$ cat src/rtl/systolic_pkg.sv
// rtl/systolic_pkg.sv - shared FSM encoding and defaults for the systolic subarray scheduler
package systolic_pkg;

    typedef enum logic [1:0] {
        ST_IDLE  = 2'd0,
        ST_START = 2'd1,
        ST_RUN   = 2'd2,
        ST_RESP  = 2'd3
    } sched_state_e;

    localparam int DEFAULT_TIMEOUT = 1024;

    function automatic int id_width(input int n);
        return (n > 1) ? $clog2(n) : 1;
    endfunction

endpackage

$ cat src/rtl/rr_arbiter.sv
// rtl/rr_arbiter.sv - combinational round-robin pick: first request at or above ptr, wrapping
module rr_arbiter
    import systolic_pkg::*;
#(
    parameter int NUM_REQ = 4,
    parameter int ID_W    = id_width(NUM_REQ)
) (
    input  logic [NUM_REQ-1:0] req,
    input  logic [ID_W-1:0]    ptr,
    output logic [NUM_REQ-1:0] grant,
    output logic [ID_W-1:0]    grant_idx,
    output logic               grant_any
);

    logic [ID_W-1:0] cand;

    always_comb begin
        grant     = '0;
        grant_idx = '0;
        grant_any = 1'b0;
        cand      = ptr;
        for (int k = 0; k < NUM_REQ; k++) begin
            if (!grant_any && req[cand]) begin
                grant_any   = 1'b1;
                grant_idx   = cand;
                grant[cand] = 1'b1;
            end
            cand = (cand == ID_W'(NUM_REQ - 1)) ? '0 : cand + 1'b1;
        end
    end

endmodule

$ cat src/rtl/subarray_scheduler.sv
// rtl/subarray_scheduler.sv - shares one systolic subarray among NUM_REQ requesters with a watchdog
module subarray_scheduler
    import systolic_pkg::*;
#(
    parameter int NUM_REQ    = 4,
    parameter int ADDR_WIDTH = 10,
    parameter int TIMEOUT    = DEFAULT_TIMEOUT,
    localparam int ID_W      = id_width(NUM_REQ),
    localparam int CNT_W     = (TIMEOUT > 1) ? $clog2(TIMEOUT) : 1
) (
    input  logic                          clk,
    input  logic                          srstn,
    input  logic [NUM_REQ-1:0]            req_valid,
    input  logic [NUM_REQ*ADDR_WIDTH-1:0] req_base_w,
    input  logic [NUM_REQ*ADDR_WIDTH-1:0] req_base_d,
    output logic [NUM_REQ-1:0]            req_ready,
    output logic                          tpu_start,
    input  logic                          tpu_done,
    output logic [ADDR_WIDTH-1:0]         cfg_base_w,
    output logic [ADDR_WIDTH-1:0]         cfg_base_d,
    output logic [ID_W-1:0]               grant_id,
    output logic                          busy,
    output logic [NUM_REQ-1:0]            rsp_valid,
    output logic                          rsp_error
);

    sched_state_e          state;
    logic [ID_W-1:0]       rr_ptr;
    logic [CNT_W-1:0]      wd_cnt;
    logic                  err;
    logic [NUM_REQ-1:0]    win_grant;
    logic [ID_W-1:0]       win_idx;
    logic                  win_any;
    logic [ADDR_WIDTH-1:0] win_base_w;
    logic [ADDR_WIDTH-1:0] win_base_d;

    rr_arbiter #(
        .NUM_REQ (NUM_REQ),
        .ID_W    (ID_W)
    ) u_arb (
        .req       (req_valid),
        .ptr       (rr_ptr),
        .grant     (win_grant),
        .grant_idx (win_idx),
        .grant_any (win_any)
    );

    always_comb begin
        win_base_w = '0;
        win_base_d = '0;
        for (int i = 0; i < NUM_REQ; i++) begin
            if (win_idx == ID_W'(i)) begin
                win_base_w = req_base_w[i*ADDR_WIDTH +: ADDR_WIDTH];
                win_base_d = req_base_d[i*ADDR_WIDTH +: ADDR_WIDTH];
            end
        end
    end

    assign req_ready = (state == ST_IDLE && !srstn) ? win_grant : '0;
    assign rsp_error = err & (state == ST_RESP);

    always_ff @(posedge clk) begin
        if (srstn) begin
            state      <= ST_IDLE;
            rr_ptr     <= '0;
            wd_cnt     <= '0;
            err        <= 1'b0;
            grant_id   <= '0;
            cfg_base_w <= '0;
            cfg_base_d <= '0;
            tpu_start  <= 1'b0;
            rsp_valid  <= '0;
            busy       <= 1'b0;
        end else begin
            tpu_start <= 1'b0;
            rsp_valid <= '0;
            case (state)
                ST_IDLE: begin
                    if (win_any) begin
                        grant_id   <= win_idx;
                        cfg_base_w <= win_base_w;
                        cfg_base_d <= win_base_d;
                        rr_ptr     <= (win_idx == ID_W'(NUM_REQ - 1)) ? '0 : win_idx + 1'b1;
                        tpu_start  <= 1'b1;
                        busy       <= 1'b1;
                        state      <= ST_START;
                    end
                end
                ST_START: begin
                    wd_cnt <= '0;
                    state  <= ST_RUN;
                end
                ST_RUN: begin
                    wd_cnt <= wd_cnt + 1'b1;
                    // completion wins over a simultaneous watchdog expiry
                    if (tpu_done) begin
                        err       <= 1'b0;
                        rsp_valid <= NUM_REQ'(1) << grant_id;
                        state     <= ST_RESP;
                    end else if (wd_cnt == CNT_W'(TIMEOUT - 1)) begin
                        err       <= 1'b1;
                        rsp_valid <= NUM_REQ'(1) << grant_id;
                        state     <= ST_RESP;
                    end
                end
                ST_RESP: begin
                    busy  <= 1'b0;
                    state <= ST_IDLE;
                end
                default: begin
                    busy  <= 1'b0;
                    state <= ST_IDLE;
                end
            endcase
        end
    end

endmodule

$ cat config.mk
export PLATFORM = sky130hd
export DESIGN_NAME = subarray_scheduler
export DESIGN_NICKNAME = d
export VERILOG_FILES = /design/src/rtl/systolic_pkg.sv /design/src/rtl/rr_arbiter.sv /design/src/rtl/subarray_scheduler.sv
export SDC_FILE = /design/constraint.sdc
export NUM_CORES = 1
export LEC_CHECK = 0
export ABC_AREA = 1
export CORE_UTILIZATION = 43
export CTS_CLUSTER_DIAMETER = 200
export DETAILED_ROUTE_END_ITERATION = 10
export HOLD_SLACK_MARGIN = 0.05
export PLACE_DENSITY_LB_ADDON = 0.3
export SETUP_SLACK_MARGIN = 0.15
export SLEW_MARGIN = 20
export SYNTH_ARGS = -nofsm -noshare
export SYNTH_HDL_FRONTEND = slang
export SYNTH_SLANG_ARGS = --single-unit
$ cat constraint.sdc
create_clock -name clk -period 4.3 [get_ports clk]
set_input_delay 0.86 -clock clk [delete_from_list [all_inputs] [get_ports clk]]
set_output_delay 0.86 -clock clk [all_outputs]
set_load 0.02 [all_outputs]
==> impl_metrics.csv, run 1 <==
group,metric,value,unit
yosys,synth_top_area_cell,"dfxtp_1",
sta,final-setup-viol-count,0,
yosys,avgSynthCellArea,7.33,um^2
floorplan,coreArea,6030,um^2
floorplan,rows,28,
cts,cts_buffers,5,
floorplan,start_util,45.5,%
floorplan,ioPinCount,120,
detailed_routing,firstDrtPassIters,4,
critical_path,path_max_fanout,7,
sta,finalSetupTns,0,ps
sta,post-route-period-util,90.7,%
placed_design,routabilityCongestion,0.874,
critical_path,path_class,"flip-flop to primary output",
detailed_routing,postRouteAntennaNets,0,
run,max-cap-violations,0,
worst_hold_path,hold_path.class,"flip-flop to flip-flop",
detailed_routing,drt-total-wl,7.47,mm
sta,worst_slew_pin_slew,656,ps
cells_and_area,area_delta_synth_final,48.9,%
global_routing,grt_pass1_wl,11.4,mm
detailed_routing,wire_per_inst,13.2,um
critical_path,crit_path_end_kind,"primary output",
cells_and_area,nets,592,
placed_design,dp_cells,558,
floorplan,die_width,81.8,um
pwr,power_density,822,nW/um^2
sta,rsz0062_at_grt,"no",
yosys,synthesis.area,2740,um^2
cts,cts_buffer_depth,2,
outcome,status,"complete, no violations",
floorplan,die-area,6700,um^2
cts,htreeDepth,2,
global_routing,grt_max_degree,46,
sta,hold_slack,471,ps
sta,final-hold-violation-count,0,
detailed_routing,drt_iter0_markers,74,
yosys,synthMostInstantiatedCell,"nand2_1",
yosys,synth_top_area_share,31.4,%
yosys,ys_seq_area_share,31.4,%
sta,maxSlewHeadroom,56.0,%
yosys,ys_seq_elements,43,
yosys,async_reset_ff_share,0,%
cts,clockRootBuffer,"clkbuf_8",
global_routing,grt_pass1_vias,2737,
cts,cts_tree,"done",
cells_and_area,stdcell_count,566,
yosys,ys.flop_type,"dfxtp_1",
yosys,synth_area_leaders,"dfxtp_1 (31%), nand2_1 (9.7%), mux2i_1 (7.3%)",
cells_and_area,final_design_area_no_fill,4080,um^2
cells_and_area,n_antenna_cell,0,
placed_design,place_area,3980,um^2
pwr,fin_total_pwr,3.35,mW
placed_design,dpl.hpwl,5.62,mm
global_routing,antenna_found_initial,0,
cts,clock-sinks,43,
critical_path,worstPathRequired,3440,ps
sta,fin_crit,3900,ps
detailed_routing,drcViolationCount,0,
critical_path,critPathLaunchType,"flip-flop",
yosys,syn_nets,476,
detailed_routing,viasPerCell,5.27,
cts,cts_hold_buf,0,
sta,finalClockSkew,5.64,ps
yosys,synth_cell_types,34,
detailed_routing,vias,2983,
yosys,yosys_warnings,0,
global_routing,grt_use_total,21.5,%
floorplan,die_h,81.8,um
cts,clock_latency,290,ps
pwr,ir_worst_vdd,0.000652,V
cells_and_area,final_layout_size_suffix_gt1_share,6.52,%
yosys,postSynthCellCount,374,
cts,cts_post_setup_buffers_inserted,0,
critical_path,critPathArrivalTime,3040,ps
global_routing,grt_overflow_total,0,
sta,maxSlewViolCount,0,
cts,clkSlewWorstSetupHoldPaths,90,ps
yosys,ys_top_cells_by_count,"nand2_1 (71), dfxtp_1 (43), a21oi_1 (38)",
yosys,synth_edf_count,0,
placed_design,port_buffers,119,
pwr,p_leak,1.62,nW
sta,clock.fmax,256,MHz
## kinds of logic after synthesis
group	after synthesis	share of synthesized area, %
muxes	20	7.31
xor gates and xnor gates	1	0.320
DFF	43	31.4
AOI/OAI and AO/OA	116	24.1
buffers and inverters	50	8.04
adders and majority gates	15	6.85
and+or+nand+nor	129	22.0
## per-stage QoR
step	util, %	setup slack (ps)
2_1_floorplan	-	1250
3_3_place_gp	66.1	533
3_5_place_dp	66.1	439
4_1_cts	67.7	401
5_1_grt	67.7	157
6_report	67.7	398
## worst paths after layout
| path | slack, ps | end | cells after the start | startpoint |
|---|---|---|---|---|
| worst min register to register | 470 | err | 1 | err |
| worst max register to register | 950 | cfg_base_d[2] | 20 | rr_ptr[1] |
| worst min-delay path | 470 | err | 1 | err |
| worst max-delay path | 400 | req_ready[2] | 12 | rr_ptr[1] |
## power by group
group	switching (mW)	total [mW]	internal, mW	leakage, nW
clock network	0.143	0.274	0.131	0.0474
registers	0.0651	0.577	0.512	0.354
logic	1.51	2.50	0.991	1.22
total	1.72	3.35	1.63	1.62
## repair_timing
action                                  in CTS  in global routing
resized for setup                            0                  1
endpoints found under the setup margin       0                  1
hold endpoints to repair                     0                  0
## state kept, by name, summed over array words and instances, names as in the netlist
signal / cells
cfg_base_w: 10
tpu_start: 1
wd_cnt: 10
state: 2
rsp_valid: 4
busy: 1
rr_ptr: 2
err: 1
grant_id: 2
cfg_base_d: 10
## cells in the final DEF (no fill, tap or decap), types with 3 or more instances in the layout
cell             synthesis  routed
clkdlybuf4s50_1          0     119
nand2_1                 71      71
dfxtp_1                 43      43
a21oi_1                 38      38
inv_1                   31      31
o21ai_0                 32      31
a22oi_1                 20      20
mux2i_1                 20      20
o21ai_1                 16      17
nor2_1                  17      17
nand3_1                 16      16
ha_1                    15      15
nor3_1                   7       7
clkbuf_8                 0       6
buf_4                    0       6
o21ai_2                  4       4
nand3_2                  3       3
## final cells by class
cell class,count,area [um^2]
Multi-Input combinational cell,281,1660
Sequential cell,43,861
Clock buffer,6,82.6
Clock inverter,2,16.3
Tap cell,75,93.8
Inverter,34,130
Fill cell,514,1950
Timing Repair Buffer,125,1240
## critical path, cell delays in order, from the launching register on
cell and delay [ps]:
dfxtp_1 430, inv_1 150, ha_1 410, inv_1 190
nand2_1 70, o21ai_1 110, nor2_1 70, nor2_2 160
nand2_1 90, nor2_2 200, nand2_1 80, a31oi_1 170
clkdlybuf4s50_1 620
## per-layer routing
| layer | share of wire [%] | track usage (%) | wire, um | vias up |
|---|---|---|---|---|
| met1 | 43 | 23.3 | 3200 | 1370 |
| met3 | 4.6 | 4.78 | 344 | 8 |
| met5 | 0 | 0 | 0 | - |
| met2 | 52 | 41.3 | 3850 | 84 |
| li1 | - | - | - | 1521 |
| met4 | 1.0 | 5.96 | 75 | 0 |
Note: power is estimated with default switching activity, not from simulation.
==> run 2, diff against run 1 <==
- CORE_MARGIN: not set -> 2
- CTS_CLUSTER_SIZE: not set -> 25
==> run 2 against run 1 <==
Compared with the run above:
- first-iteration DRC count up 14%
- sequential cell count unchanged
- maximum frequency up 1.2%
- clock-buffer cell count up 1
- non-clock buffer count unchanged
- register-to-register slack better by 60 ps
- worst hold slack better by 7.6 ps
- clock power up 3%
- combinational power about the same
- final area up 0.37%
- global-route usage down 1.1 points
- cell count up 0.35%
- critical path type unchanged
- largest cell class unchanged
==> impl_metrics.csv, run 2 (same netlist as run 1, synthesis figures left out) <==
group,metric,value,unit
sta,final-setup-viol-count,0,
critical_path,rr_worst_depth,19,
cells_and_area,n_antenna_cell,0,
cts,htreeDepth,2,
floorplan,rows,29,
global_routing,grt_max_degree,46,
sta,worst_slack,444,ps
outcome,status,"complete, no violations",
pwr,fin_total_pwr,3.34,mW
floorplan,die_h,83.8,um
cts,clock_latency,290,ps
global_routing,grt_overflow_total,0,
critical_path,crit_path_frequent_cell,"nand2_1",
floorplan,ioPinCount,120,
floorplan,start_util,43.9,%
detailed_routing,drcViolationCount,0,
floorplan,die_width,83.8,um
placed_design,dp_cells,560,
cts,cts_buffers,5,
detailed_routing,postRouteAntennaNets,0,
sta,finalClockSkew,6.70,ps
detailed_routing,viasPerCell,5.29,
pwr,power_density,817,nW/um^2
cells_and_area,stdcell_count,568,
global_routing,grt_use_total,20.4,%
cts,cts_post_setup_buffers_inserted,0,
sta,post-route-period-util,89.7,%
global_routing,grt_pass1_vias,2846,
critical_path,cp_cell_sequence,"inv_1, ha_2, inv_1, nand3_1, nand2_1, nor2_2, nand2_1, nor2_2, nand2_1, a31oi_1, clkdlybuf4s50_1",
global_routing,grt_pass1_wl,12.1,mm
floorplan,die-area,7030,um^2
critical_path,critPathLaunchType,"flip-flop",
sta,final-hold-violation-count,0,
cells_and_area,nets,592,
cts,clkSlewWorstSetupHoldPaths,80,ps
critical_path,r2r-end,"cfg_base_w[8]",
global_routing,antenna_found_initial,0,
critical_path,crit_path_end_kind,"primary output",
cts,clockRootBuffer,"clkbuf_8",
placed_design,dpl.hpwl,5.61,mm
cts,clock-sinks,43,
critical_path,path_max_fanout,7,
cells_and_area,final_layout_size_suffix_gt1_share,6.72,%
detailed_routing,vias,3007,
critical_path,path_class,"flip-flop to primary output",
critical_path,critPathSlowestCell,"clkdlybuf4s50_1",
detailed_routing,drt-total-wl,7.45,mm
run,max-cap-violations,0,
sta,clock.fmax,259,MHz
floorplan,coreArea,6240,um^2
detailed_routing,drt_iter0_markers,84,
pwr,ir_worst_vdd,0.000606,V
critical_path,critPathMaxStageDelay,620,ps
cells_and_area,final_common_cell,"clkdlybuf4s50_1",
sta,maxSlewViolCount,0,
critical_path,worstPathRequired,3440,ps
critical_path,critPathArrivalTime,3000,ps
placed_design,place_ws,482,ps
cells_and_area,area_delta_synth_final,49.4,%
pwr,p_leak,1.66,nW
worst_hold_path,hold_path_depth,1,
cells_and_area,multiInputGateArea,1660,um^2
detailed_routing,firstDrtPassIters,4,
critical_path,reg2reg_from,"rr_ptr[1]",
sta,rsz0062_at_grt,"no",
cts,cts_tree,"done",
cells_and_area,fill_cells,543,
sta,worst_slew_pin_slew,613,ps
sta,fin_crit,3860,ps
detailed_routing,wire_per_inst,13.1,um
cts,cts_buffer_depth,2,
cells_and_area,seqCellArea,861,um^2
cells_and_area,top_regs,"cfg_base_d x10, cfg_base_w x10, wd_cnt x10",
worst_hold_path,hold_end,"err",
placed_design,port_buffers,119,
placed_design,routabilityCongestion,0.881,
sta,finalSetupTns,0,ps
cells_and_area,mostFrequentLayoutCells,"clkdlybuf4s50_1 (117), nand2_1 (71), dfxtp_1 (43)",
worst_hold_path,hold_path.class,"flip-flop to flip-flop",
worst_hold_path,min_from,"err",
critical_path,ff2ff_setup_slack,1010,ps
sta,maxSlewHeadroom,58.8,%
[run 2: changes by cell type in the layout (fill, tap and decap cells not counted), sizes merged]
cell           before  now
clkbuf              6    7
clkinv              2    1
dlymetal6s2s        0    2
clkdlybuf4s50     119  117
[run 2: worst max path at each step]
stage	from	end	slack, ps	depth (start not counted)
after floorplan	rr_ptr[0]	req_ready[2]	1250	11
after global placement	req_valid[3]	req_ready[2]	530	11
after detailed placement	req_valid[3]	req_ready[1]	480	11
after CTS	rr_ptr[1]	req_ready[2]	370	11
after global routing	rr_ptr[1]	req_ready[2]	210	12
final	rr_ptr[1]	req_ready[2]	440	11
[run 2: what timing repair did]
item,4_1_cts,5_1_grt
endpoints found under the setup margin,0,4
hold buffers,0,0
resized for setup,0,4
[run 2: report_power, final]
group / total [mW] / switching [mW] / internal (mW)
Sequential: 0.577 / 0.0650 / 0.512
Combinational: 2.48 / 1.49 / 0.992
Clock: 0.283 / 0.137 / 0.146
[run 2: metrics by stage]
| step | utilization, % | hold slack (ps) | area [um^2] |
|---|---|---|---|
| after floorplan | - | 440 | 2740 |
| after global placement | 63.8 | 446 | 3980 |
| after detailed placement | 63.8 | 462 | 3980 |
| after CTS | 65.5 | 482 | 4090 |
| after global routing | 65.6 | 488 | 4090 |
| final | 65.6 | 479 | 4090 |
[run 2: layout make-up]
type | count | share of cell area, %
Sequential cell | 43 | 21.0
Timing Repair Buffer | 125 | 30.3
Clock buffer | 7 | 2.35
Clock inverter | 1 | 0.183
Inverter | 34 | 3.18
Multi-Input combinational cell | 281 | 40.6
Tap cell | 77 | 2.35
[run 2: worst max-delay path: cells and delay by family (launching register included)]
family                   cells  cell delay (ps)
AND/OR/NAND/NOR              6              750
AO/OA/AOI/OAI                1              160
adder cells (fa/ha/maj)      1              440
flip-flops                   1              440
buffers and inverters        3              920
[run 2: layer usage]
metal	share of wire (%)	vias to the layer above	wire [um]	global-route usage, %
met5	0	-	0	0
met3	5.2	6	384	4.85
met2	53	87	3930	38.2
met4	0.76	0	57	5.13
met1	41	1390	3080	23.0
li1	-	1524	-	-
